### src/rtl/bomb_game_core.sv
// rtl/bomb_game_core.sv - time-bomb game controller: secret code, BCD countdown, guess checking
//
// Ports:
//   Clk, Reset_n      clock, asynchronous active-low reset
//   Tick_1s           one-cycle pulse per second
//   Clear             synchronous return to IDLE (highest priority)
//   Cfg_Load/Cfg_Code latch the secret code (digit 0 in the LSBs)
//   Start             arm the countdown from ARMED
//   Enter/Guess       submit a guess while RUNNING
//   Code_Locked, Running, Game_Won, Time_Over   status flags
//   Attempts_Left     remaining guesses
//   Match_Count       digits in position from the last checked guess
//   Min_Unit, Sec_Tens, Sec_Units               BCD m:ss display
module bomb_game_core #(
    parameter int DIGITS       = 4,
    parameter int DIGIT_W      = 3,
    parameter int MAX_ATTEMPTS = 3,
    parameter int START_MIN    = 5,
    parameter int START_SEC    = 0,
    parameter int PENALTY_SEC  = 10
) (
    input  logic                            Clk,
    input  logic                            Reset_n,
    input  logic                            Tick_1s,
    input  logic                            Clear,
    input  logic                            Cfg_Load,
    input  logic [DIGITS*DIGIT_W-1:0]       Cfg_Code,
    input  logic                            Start,
    input  logic                            Enter,
    input  logic [DIGITS*DIGIT_W-1:0]       Guess,
    output logic                            Code_Locked,
    output logic                            Running,
    output logic                            Game_Won,
    output logic                            Time_Over,
    output logic [3:0]                      Attempts_Left,
    output logic [$clog2(DIGITS+1)-1:0]     Match_Count,
    output logic [3:0]                      Min_Unit,
    output logic [3:0]                      Sec_Tens,
    output logic [3:0]                      Sec_Units
);
    localparam int         MW          = $clog2(DIGITS + 1);
    localparam int         CW          = DIGITS * DIGIT_W;
    localparam logic [3:0] MAX_ATT     = 4'(MAX_ATTEMPTS);
    localparam logic [3:0] START_M     = 4'(START_MIN);
    localparam logic [3:0] START_T     = 4'(START_SEC / 10);
    localparam logic [3:0] START_U     = 4'(START_SEC % 10);
    localparam logic [9:0] PEN10       = 10'(PENALTY_SEC);

    typedef enum logic [2:0] {
        S_IDLE, S_ARMED, S_RUNNING, S_CHECK, S_WON, S_EXPLODED
    } state_t;

    state_t          state, state_n;
    logic [CW-1:0]   code_q, code_n;
    logic [CW-1:0]   guess_q, guess_n;
    logic            locked_q, locked_n;
    logic            pend_q, pend_n;
    logic [3:0]      att_q, att_n;
    logic [MW-1:0]   match_q, match_n;
    logic [3:0]      min_q, min_n, tens_q, tens_n, units_q, units_n;

    // One-second BCD decrement, saturating at 0:00.
    logic [3:0] dec_m, dec_t, dec_u;
    logic       dec_zero;
    always_comb begin
        dec_m = min_q;
        dec_t = tens_q;
        dec_u = units_q;
        if (units_q != 4'd0) begin
            dec_u = units_q - 4'd1;
        end else if (tens_q != 4'd0) begin
            dec_u = 4'd9;
            dec_t = tens_q - 4'd1;
        end else if (min_q != 4'd0) begin
            dec_u = 4'd9;
            dec_t = 4'd5;
            dec_m = min_q - 4'd1;
        end
        dec_zero = (dec_m == 4'd0) && (dec_t == 4'd0) && (dec_u == 4'd0);
    end

    // Penalty goes through binary seconds so the borrow chain stays trivial.
    logic [9:0] total_sec, pen_sec, pen_rem;
    logic [3:0] pen_m, pen_t, pen_u;
    logic       pen_zero;
    always_comb begin
        total_sec = {6'd0, min_q} * 10'd60 + {6'd0, tens_q} * 10'd10 + {6'd0, units_q};
        pen_sec   = (total_sec > PEN10) ? (total_sec - PEN10) : 10'd0;
        pen_rem   = pen_sec % 10'd60;
        pen_m     = 4'(pen_sec / 10'd60);
        pen_t     = 4'(pen_rem / 10'd10);
        pen_u     = 4'(pen_rem % 10'd10);
        pen_zero  = (pen_sec == 10'd0);
    end

    logic [MW-1:0] match_cnt;
    always_comb begin
        match_cnt = '0;
        for (int i = 0; i < DIGITS; i++) begin
            if (guess_q[i*DIGIT_W +: DIGIT_W] == code_q[i*DIGIT_W +: DIGIT_W])
                match_cnt = match_cnt + MW'(1);
        end
    end

    always_comb begin
        state_n  = state;
        code_n   = code_q;
        guess_n  = guess_q;
        locked_n = locked_q;
        pend_n   = pend_q;
        att_n    = att_q;
        match_n  = match_q;
        min_n    = min_q;
        tens_n   = tens_q;
        units_n  = units_q;

        if (Clear) begin
            state_n  = S_IDLE;
            code_n   = '0;
            guess_n  = '0;
            locked_n = 1'b0;
            pend_n   = 1'b0;
            att_n    = MAX_ATT;
            match_n  = '0;
            min_n    = START_M;
            tens_n   = START_T;
            units_n  = START_U;
        end else begin
            case (state)
                S_IDLE: begin
                    if (Cfg_Load) begin
                        code_n   = Cfg_Code;
                        locked_n = 1'b1;
                        state_n  = S_ARMED;
                    end
                end
                S_ARMED: begin
                    if (Cfg_Load)
                        code_n = Cfg_Code;
                    if (Start) begin
                        min_n   = START_M;
                        tens_n  = START_T;
                        units_n = START_U;
                        att_n   = MAX_ATT;
                        pend_n  = 1'b0;
                        state_n = S_RUNNING;
                    end
                end
                S_RUNNING: begin
                    // A tick held over from CHECK is applied here; a second
                    // tick arriving in the same cycle stays pending.
                    pend_n = Tick_1s & pend_q;
                    if (Tick_1s || pend_q) begin
                        min_n   = dec_m;
                        tens_n  = dec_t;
                        units_n = dec_u;
                    end
                    if ((Tick_1s || pend_q) && dec_zero) begin
                        pend_n  = 1'b0;
                        state_n = S_EXPLODED;
                    end else if (Enter) begin
                        guess_n = Guess;
                        state_n = S_CHECK;
                    end
                end
                S_CHECK: begin
                    match_n = match_cnt;
                    pend_n  = pend_q | Tick_1s;
                    if (match_cnt == MW'(DIGITS)) begin
                        pend_n  = 1'b0;
                        state_n = S_WON;
                    end else begin
                        att_n = att_q - 4'd1;
                        if (att_q <= 4'd1 || pen_zero) begin
                            pend_n  = 1'b0;
                            min_n   = 4'd0;
                            tens_n  = 4'd0;
                            units_n = 4'd0;
                            state_n = S_EXPLODED;
                        end else begin
                            min_n   = pen_m;
                            tens_n  = pen_t;
                            units_n = pen_u;
                            state_n = S_RUNNING;
                        end
                    end
                end
                default: begin
                    // WON and EXPLODED hold until Clear or reset.
                end
            endcase
        end
    end

    always_ff @(posedge Clk or negedge Reset_n) begin
        if (!Reset_n) begin
            state    <= S_IDLE;
            code_q   <= '0;
            guess_q  <= '0;
            locked_q <= 1'b0;
            pend_q   <= 1'b0;
            att_q    <= MAX_ATT;
            match_q  <= '0;
            min_q    <= START_M;
            tens_q   <= START_T;
            units_q  <= START_U;
        end else begin
            state    <= state_n;
            code_q   <= code_n;
            guess_q  <= guess_n;
            locked_q <= locked_n;
            pend_q   <= pend_n;
            att_q    <= att_n;
            match_q  <= match_n;
            min_q    <= min_n;
            tens_q   <= tens_n;
            units_q  <= units_n;
        end
    end

    assign Code_Locked   = locked_q;
    assign Running       = (state == S_RUNNING) || (state == S_CHECK);
    assign Game_Won      = (state == S_WON);
    assign Time_Over     = (state == S_EXPLODED);
    assign Attempts_Left = att_q;
    assign Match_Count   = match_q;
    assign Min_Unit      = min_q;
    assign Sec_Tens      = tens_q;
    assign Sec_Units     = units_q;
endmodule

### config.mk
export PLATFORM = sky130hd
export DESIGN_NAME = bomb_game_core
export DESIGN_NICKNAME = d
export VERILOG_FILES = /design/src/rtl/bomb_game_core.sv
export SDC_FILE = /design/constraint.sdc
export NUM_CORES = 1
export LEC_CHECK = 0
export CORE_MARGIN = 10
export CORE_UTILIZATION = 63
export DETAILED_ROUTE_END_ITERATION = 8
export PLACE_DENSITY = 0.87
export REMOVE_ABC_BUFFERS = 1
export SETUP_SLACK_MARGIN = 0.1
export SLEW_MARGIN = 20
export SYNTH_ARGS = -nofsm -noshare
export SYNTH_HDL_FRONTEND = slang
export SYNTH_SLANG_ARGS = --single-unit
### constraint.sdc
create_clock -name Clk -period 20.3 [get_ports Clk]
set_clock_uncertainty 0.2 [all_clocks]
set_input_delay 4.06 -clock Clk [delete_from_list [all_inputs] [get_ports Clk]]
set_output_delay 4.06 -clock Clk [all_outputs]
set_load 0.01 [all_outputs]
==> impl_metrics.env, run 1 <==
export IMPL_drt_first_iter_violations=508
export IMPL_post_synth_top_count_cell="nor2_1"
export IMPL_worst_pin_slew_ns=1.067
export IMPL_die_h_um=112.1
export IMPL_detailedRoute_firstPassIterationCount=5
export IMPL_cap_violations=0
export IMPL_clock_root_buffer="clkbuf_8"
export IMPL_grt_setup_unrepaired="no"
export IMPL_clock_latency_ns=0.32
export IMPL_detail_route_drc_violations=0
export IMPL_gr_usage_all_layers=0.2352
export IMPL_layout_nets=787
export IMPL_floorplan_die_area_mm2=0.01257
export IMPL_count_of_final_max_slew_check_failures=0
export IMPL_end_kind="register"
export IMPL_core_area_mm2=0.008258
export IMPL_fin_total_pwr_mw=1.127
export IMPL_finalHoldWorstSlack_ns=0.3156
export IMPL_syn_cell_area_mm2=0.005346
export IMPL_slew_headroom=0.2852
export IMPL_fp_row_count=33
export IMPL_initial_utilization=0.6474
export IMPL_cts_inserted_buffers=5
export IMPL_run_status="complete, no violations"
export IMPL_clock_path_buffers=2
export IMPL_synth_common_cells="nor2_1, a21oi_1, nand2_1, dfrtp_1, ha_1"
export IMPL_power_density_mw_per_mm2=186.8
export IMPL_setup_total_negative_slack_ns=0
export IMPL_pre_cts_slack_ns=11.84
export IMPL_route_detailed_wl_per_inst_um=19.24
export IMPL_tritoncts="built"
export IMPL_clk_transition_reported_paths_ns=0.10
export IMPL_crit_required_ns=20.34
export IMPL_final_cell_count_no_fill=812
export IMPL_cts_setup_buffers=0
export IMPL_finalWirelength_mm=15.62
export IMPL_area_growth_synth_to_final_pct=12.82
export IMPL_timing_final_setup_violations=0
export IMPL_synthDominantAreaCellType="dfrtp_1"
export IMPL_maximum_number_of_pins_on_one_net_before_global_route_repair=49
export IMPL_min_path_type="register to register"
export IMPL_data_arrival_time_of_the_critical_path_ns=8.61
export IMPL_post_cts_resized=0
export IMPL_first_global_vias=5185
export IMPL_largest_fanout_on_the_critical_path=15
export IMPL_hpwlAfterDp_mm=11.86
export IMPL_globalRoute_totalOverflow=0
export IMPL_synth_edf_count=0
export IMPL_synth_area_per_cell_um2=7.968
export IMPL_setup_slack_ns=11.73
export IMPL_fmax_mhz=116.7
export IMPL_number_of_warning_messages_in_the_yosys_log=0
export IMPL_yosys_cell_types_count=82
export IMPL_worst_ir_drop_vdd_mv=0.3135
export IMPL_via_count=5426
export IMPL_buffer_ports_inserted=53
export IMPL_numPlacedInstances=804
export IMPL_clock_sinks=48
export IMPL_die_width_um=112.1
export IMPL_vias_per_cell=6.682
export IMPL_syn_inst=671
export IMPL_cts_htree_levels=2
export IMPL_antenna_cells=0
export IMPL_timing_setup_critical_path_class="register to register"
export IMPL_fin_crit_sh=0.4220
export IMPL_min_period_ns=8.566
export IMPL_grt_pass1_wl_mm=25.76
export IMPL_seq_area_frac_synth=0.2256
export IMPL_static_leakage_power_nw=2.617
export IMPL_synth_area_leaders="dfrtp_1, ha_1, a21oi_1"
export IMPL_postSynthRegisterBits=48
export IMPL_hold_viol=0
export IMPL_postRouteAntennaNets=0
export IMPL_ys_async_sr_fraction=1.000
export IMPL_post_cts_hold_buffer_count=0
export IMPL_grt_antenna_before_repair=0
export IMPL_worst_setup_path_start_kind="register"
export IMPL_layout_drive_gt1_share=0.06506
export IMPL_synthDominantCellAreaShare=0.2059
export IMPL_globalplace_congestion=0.9353
export IMPL_synth_main_ff_cell="dfrtp_1"
export IMPL_num_ports=54
export IMPL_layout_filler_cells=642
==> cell usage in the layout, fill, tap and decap left out, drive strengths merged, types with 20 or more instances in the layout <==
master         netlist  routed
nor2                68      68
a21oi               58      58
nand2               53      53
clkdlybuf4s50        0      52
o21ai               46      46
dfrtp               44      44
ha                  41      41
inv                 38      39
xnor2               27      27
nand3               23      23
nor3                22      22
nand2b              20      20
==> report_power, final <==
part	total [mW]	switching (mW)	internal, mW
Clock	0.0867	0.0371	0.0496
Sequential	0.113	0.0106	0.102
Combinational	0.927	0.597	0.330
==> registers in the layout, summed over array words and instances, names as in the netlist <==
name	count
pend_q	1
Code_Locked	1
guess_q	12
Attempts_Left	4
Sec_Units	4
state	3
Sec_Tens	4
code_q	12
Match_Count	3
Min_Unit	4
==> worst max-delay path: stages, from the launching register on <==
cell and delay, ns:
dfstp_2 0.65, fa_1 0.47, fa_1 0.50, ha_1 0.35, a21o_1 0.20, a21oi_1 0.24
xnor2_1 0.16, ha_1 0.25, ha_1 0.44, or3b_2 0.17, nand3_1 0.05, or3b_1 0.52
a2111o_1 0.40, a21oi_2 0.48, a21oi_1 0.19, a31oi_1 0.32, o21a_1 0.24, o21ai_0 0.16
o211ai_1 0.89, nand2_1 0.26, nor2_1 0.14, o21ai_0 0.08, nand4_1 0.18, o21ai_0 0.12
ha_1 0.28, or3_1 0.36, a31oi_1 0.18
==> metal layers <==
metal | up-vias | track usage | part of all wire
li1 | 2535 | - | -
met1 | 2599 | 0.3155 | 0.43
met2 | 256 | 0.3816 | 0.47
met3 | 36 | 0.04420 | 0.077
met4 | 0 | 0.05499 | 0.020
met5 | - | 0 | 0
==> cell families (layout without fill, tap and decap cells) <==
| group | count (synthesis) | after routing | share of synthesized area |
|---|---|---|---|
| multiplexers | 18 | 18 | 0.03510 |
| adder cells (fa/ha/maj) | 50 | 50 | 0.1297 |
| XOR/XNOR | 33 | 33 | 0.05547 |
| AND/OR/NAND/NOR | 241 | 241 | 0.2228 |
| AO/OA/AOI/OAI | 215 | 215 | 0.2797 |
| buffers and inverters | 66 | 102 | 0.05172 |
| flip-flops | 48 | 48 | 0.2256 |
==> metrics by stage <==
step | instance area (µm²) | utilization
floorplan | 5213 | -
global placement | 5892 | 0.7135
detailed placement | 5892 | 0.7135
CTS | 6030 | 0.7302
global route | 6032 | 0.7305
finish | 6032 | 0.7305
==> cell type report <==
class,instances,area [µm²],area share
clock buffer,5,68.82,0.01141
clock inverter,3,68.82,0.01141
inverter,38,142.6,0.02365
multi-input combinational,557,3864,0.6405
sequential,48,1206,0.2000
tap,105,131.4,0.02178
timing repair buffer,56,550.5,0.09127
==> final timing paths <==
| check | startpoint | endpoint | slack, ns | cells past startpoint |
|---|---|---|---|---|
| max | Min_Unit[0]$_DFFE_PN1P_ | Sec_Units[2]$_DFFE_PN0P_ | 11.73 | 26 |
| min | code_q[6]$_DFFE_PN0P_ | code_q[6]$_DFFE_PN0P_ | 0.32 | 2 |
| max reg2reg | Min_Unit[0]$_DFFE_PN1P_ | Sec_Units[2]$_DFFE_PN0P_ | 11.73 | 26 |
| min reg2reg | code_q[6]$_DFFE_PN0P_ | code_q[6]$_DFFE_PN0P_ | 0.32 | 2 |
| max in group asynchronous | Reset_n | code_q[6]$_DFFE_PN0P_ | 15.92 | 1 |
| min in group asynchronous | Reset_n | code_q[10]$_DFFE_PN0P_ | 3.55 | 1 |
No activity file was read; power rests on OpenSTA's default activity.
==> run 2: changes to the inputs <==
- CORE_UTILIZATION: 63 -> 53
- PLACE_DENSITY: 0.87 -> 0.78
- clock period: 20.3 -> 7.8 ns (I/O delays scaled with it)
==> run 2 against run 1 <==
Sequential share of layout area fell by 0.82 points. Fmax up 16%. Die area rose by 15%. First-iteration DRC count is 4.3% higher.
==> impl_metrics.env, run 2 (synthesized netlist as in run 1, its figures left out) <==
export IMPL_run_status="complete, no violations"
export IMPL_via_count=5322
export IMPL_num_ports=54
export IMPL_detailedRoute_firstPassIterationCount=5
export IMPL_tritoncts="built"
export IMPL_pre_cts_slack_ns=0.1833
export IMPL_first_global_vias=5063
export IMPL_min_period_ns=7.375
export IMPL_setup_total_negative_slack_ns=0
export IMPL_largest_fanout_on_the_critical_path=12
export IMPL_buffer_ports_inserted=53
export IMPL_grt_pass1_wl_mm=24.77
export IMPL_core_area_mm2=0.009819
export IMPL_gr_usage_all_layers=0.1984
export IMPL_fin_crit_sh=0.9455
export IMPL_finalWirelength_mm=15.16
export IMPL_wl_met2_mm=7.153
export IMPL_die_width_um=120.4
export IMPL_layout_drive_gt1_share=0.1136
export IMPL_layout_nets=802
export IMPL_fp_row_count=36
export IMPL_min_path_type="register to register"
export IMPL_fin_area_mm2=0.006289
export IMPL_worst_pin_slew_ns=0.9627
export IMPL_largest_registers="code_q x12, guess_q x12"
export IMPL_timing_reg2reg_worst_path_depth=24
export IMPL_detail_route_drc_violations=0
export IMPL_worst_setup_path_start_kind="register"
export IMPL_clock_path_buffers=2
export IMPL_die_h_um=120.4
export IMPL_clock_latency_ns=0.31
export IMPL_m1WireLength_mm=7.036
export IMPL_drt_first_iter_violations=530
export IMPL_setup_slack_ns=0.4252
export IMPL_count_of_final_max_slew_check_failures=0
export IMPL_slew_headroom=0.3492
export IMPL_clock_root_buffer="clkbuf_8"
export IMPL_clk_transition_reported_paths_ns=0.10
export IMPL_cap_violations=0
export IMPL_grt_setup_unrepaired="no"
export IMPL_top_layer="met4"
export IMPL_cts_inserted_buffers=5
export IMPL_hold_viol=0
export IMPL_cts_htree_levels=2
export IMPL_initial_utilization=0.5445
export IMPL_area_growth_synth_to_final_pct=17.62
export IMPL_post_cts_hold_buffer_count=0
export IMPL_met3WireLength_um=911
export IMPL_maximum_number_of_pins_on_one_net_before_global_route_repair=49
export IMPL_fmax_mhz=135.6
export IMPL_hpwlAfterDp_mm=11.63
export IMPL_route_detailed_wl_per_inst_um=17.74
export IMPL_postPlaceCellArea_mm2=0.006010
export IMPL_postRouteAntennaNets=0
export IMPL_data_arrival_time_of_the_critical_path_ns=7.40
export IMPL_end_kind="register"
export IMPL_timing_setup_critical_path_class="register to register"
export IMPL_globalRoute_totalOverflow=0
export IMPL_crit_required_ns=7.82
export IMPL_timing_final_setup_violations=0
export IMPL_globalplace_congestion=0.9643
export IMPL_most_frequent_cells_in_the_layout="nor2_1, clkdlybuf4s50_1, nand2_1, a21oi_1, dfrtp_1"
export IMPL_vias_per_cell=6.225
export IMPL_worst_hold_path_num_cells=2
export IMPL_grt_antenna_before_repair=0
export IMPL_clock_sinks=48
export IMPL_antenna_cells=0
export IMPL_layout_commonest_cell="nor2_1"
export IMPL_floorplan_die_area_mm2=0.01450
[run 2: per-layer routing]
metal / track usage / up-vias
li1: - / 2564
met1: 0.2764 / 2539
met2: 0.3259 / 208
met3: 0.03071 / 11
met4: 0.02112 / 0
met5: 0 / -
[run 2: worst paths after layout]
kind / startpoint / to / slack [ns]
worst max-delay path: Min_Unit[2]$_DFFE_PN1P_ / Sec_Units[2]$_DFFE_PN0P_ / 0.43
worst min-delay path: code_q[1]$_DFFE_PN0P_ / code_q[1]$_DFFE_PN0P_ / 0.31
worst max register to register: Min_Unit[2]$_DFFE_PN1P_ / Sec_Units[2]$_DFFE_PN0P_ / 0.43
worst min register to register: code_q[1]$_DFFE_PN0P_ / code_q[1]$_DFFE_PN0P_ / 0.31
max in group asynchronous: Reset_n / Sec_Units[3]$_DFFE_PN0P_ / 5.91
min in group asynchronous: Reset_n / code_q[0]$_DFFE_PN0P_ / 1.05
[run 2: per-stage QoR]
| stage | instances | util | hold slack [ns] |
|---|---|---|---|
| 2_1_floorplan | 643 | - | 0.2692 |
| 6_report | 855 | 0.6404 | 0.3104 |
| 4_1_cts | 851 | 0.6216 | 0.3129 |
| 3_5_place_dp | 843 | 0.6120 | 0.2833 |
| 5_1_grt | 855 | 0.6404 | 0.3378 |
| 3_3_place_gp | 843 | 0.6120 | 0.2819 |
[run 2: layout make-up]
| cell class | count | area [µm²] |
|---|---|---|
| Clock buffer | 7 | 86.33 |
| Tap cell | 133 | 166.4 |
| Timing Repair Buffer | 71 | 663.1 |
| Fill cell | 902 | 3531 |
| Clock inverter | 1 | 7.507 |
| Sequential cell | 48 | 1206 |
| Inverter | 38 | 142.6 |
| Multi-Input combinational cell | 557 | 4016 |
[run 2: what timing repair did]
item | 4_1_cts | 5_1_grt
setup buffers | 0 | 4
endpoints found under the setup margin | 0 | 6
resized for setup | 0 | 31
[run 2: critical path: stages, from the launching register on]
cell and delay (ns):
dfstp_2 0.58, fa_1 0.45, fa_1 0.52, inv_1 0.05, fa_1 0.41, xnor2_1 0.20
ha_1 0.25, ha_1 0.38, a21oi_1 0.16, nand2_1 0.14, or3_4 0.43, a211o_1 0.34
xnor2_2 0.20, o311a_1 0.17, a311o_1 0.44, a21oi_4 0.29, o2111a_1 0.29, a211oi_2 0.05
buf_4 0.21, a221oi_2 0.23, o311ai_1 0.17, o32a_1 0.42, o311ai_4 0.33, o2111ai_1 0.20
a31oi_1 0.17
Power of run 2 is left out: the tool's default activity adds up to more than one toggle a clock period on the data nets, which glitch-free logic cannot reach.
==> run 3: changes to the inputs <==
- HOLD_SLACK_MARGIN: not set -> 0.03
==> results of run 3 <==
Final layout, timing and power as in run 2 (identical DEF).
Power of run 3 is left out for the same reason.
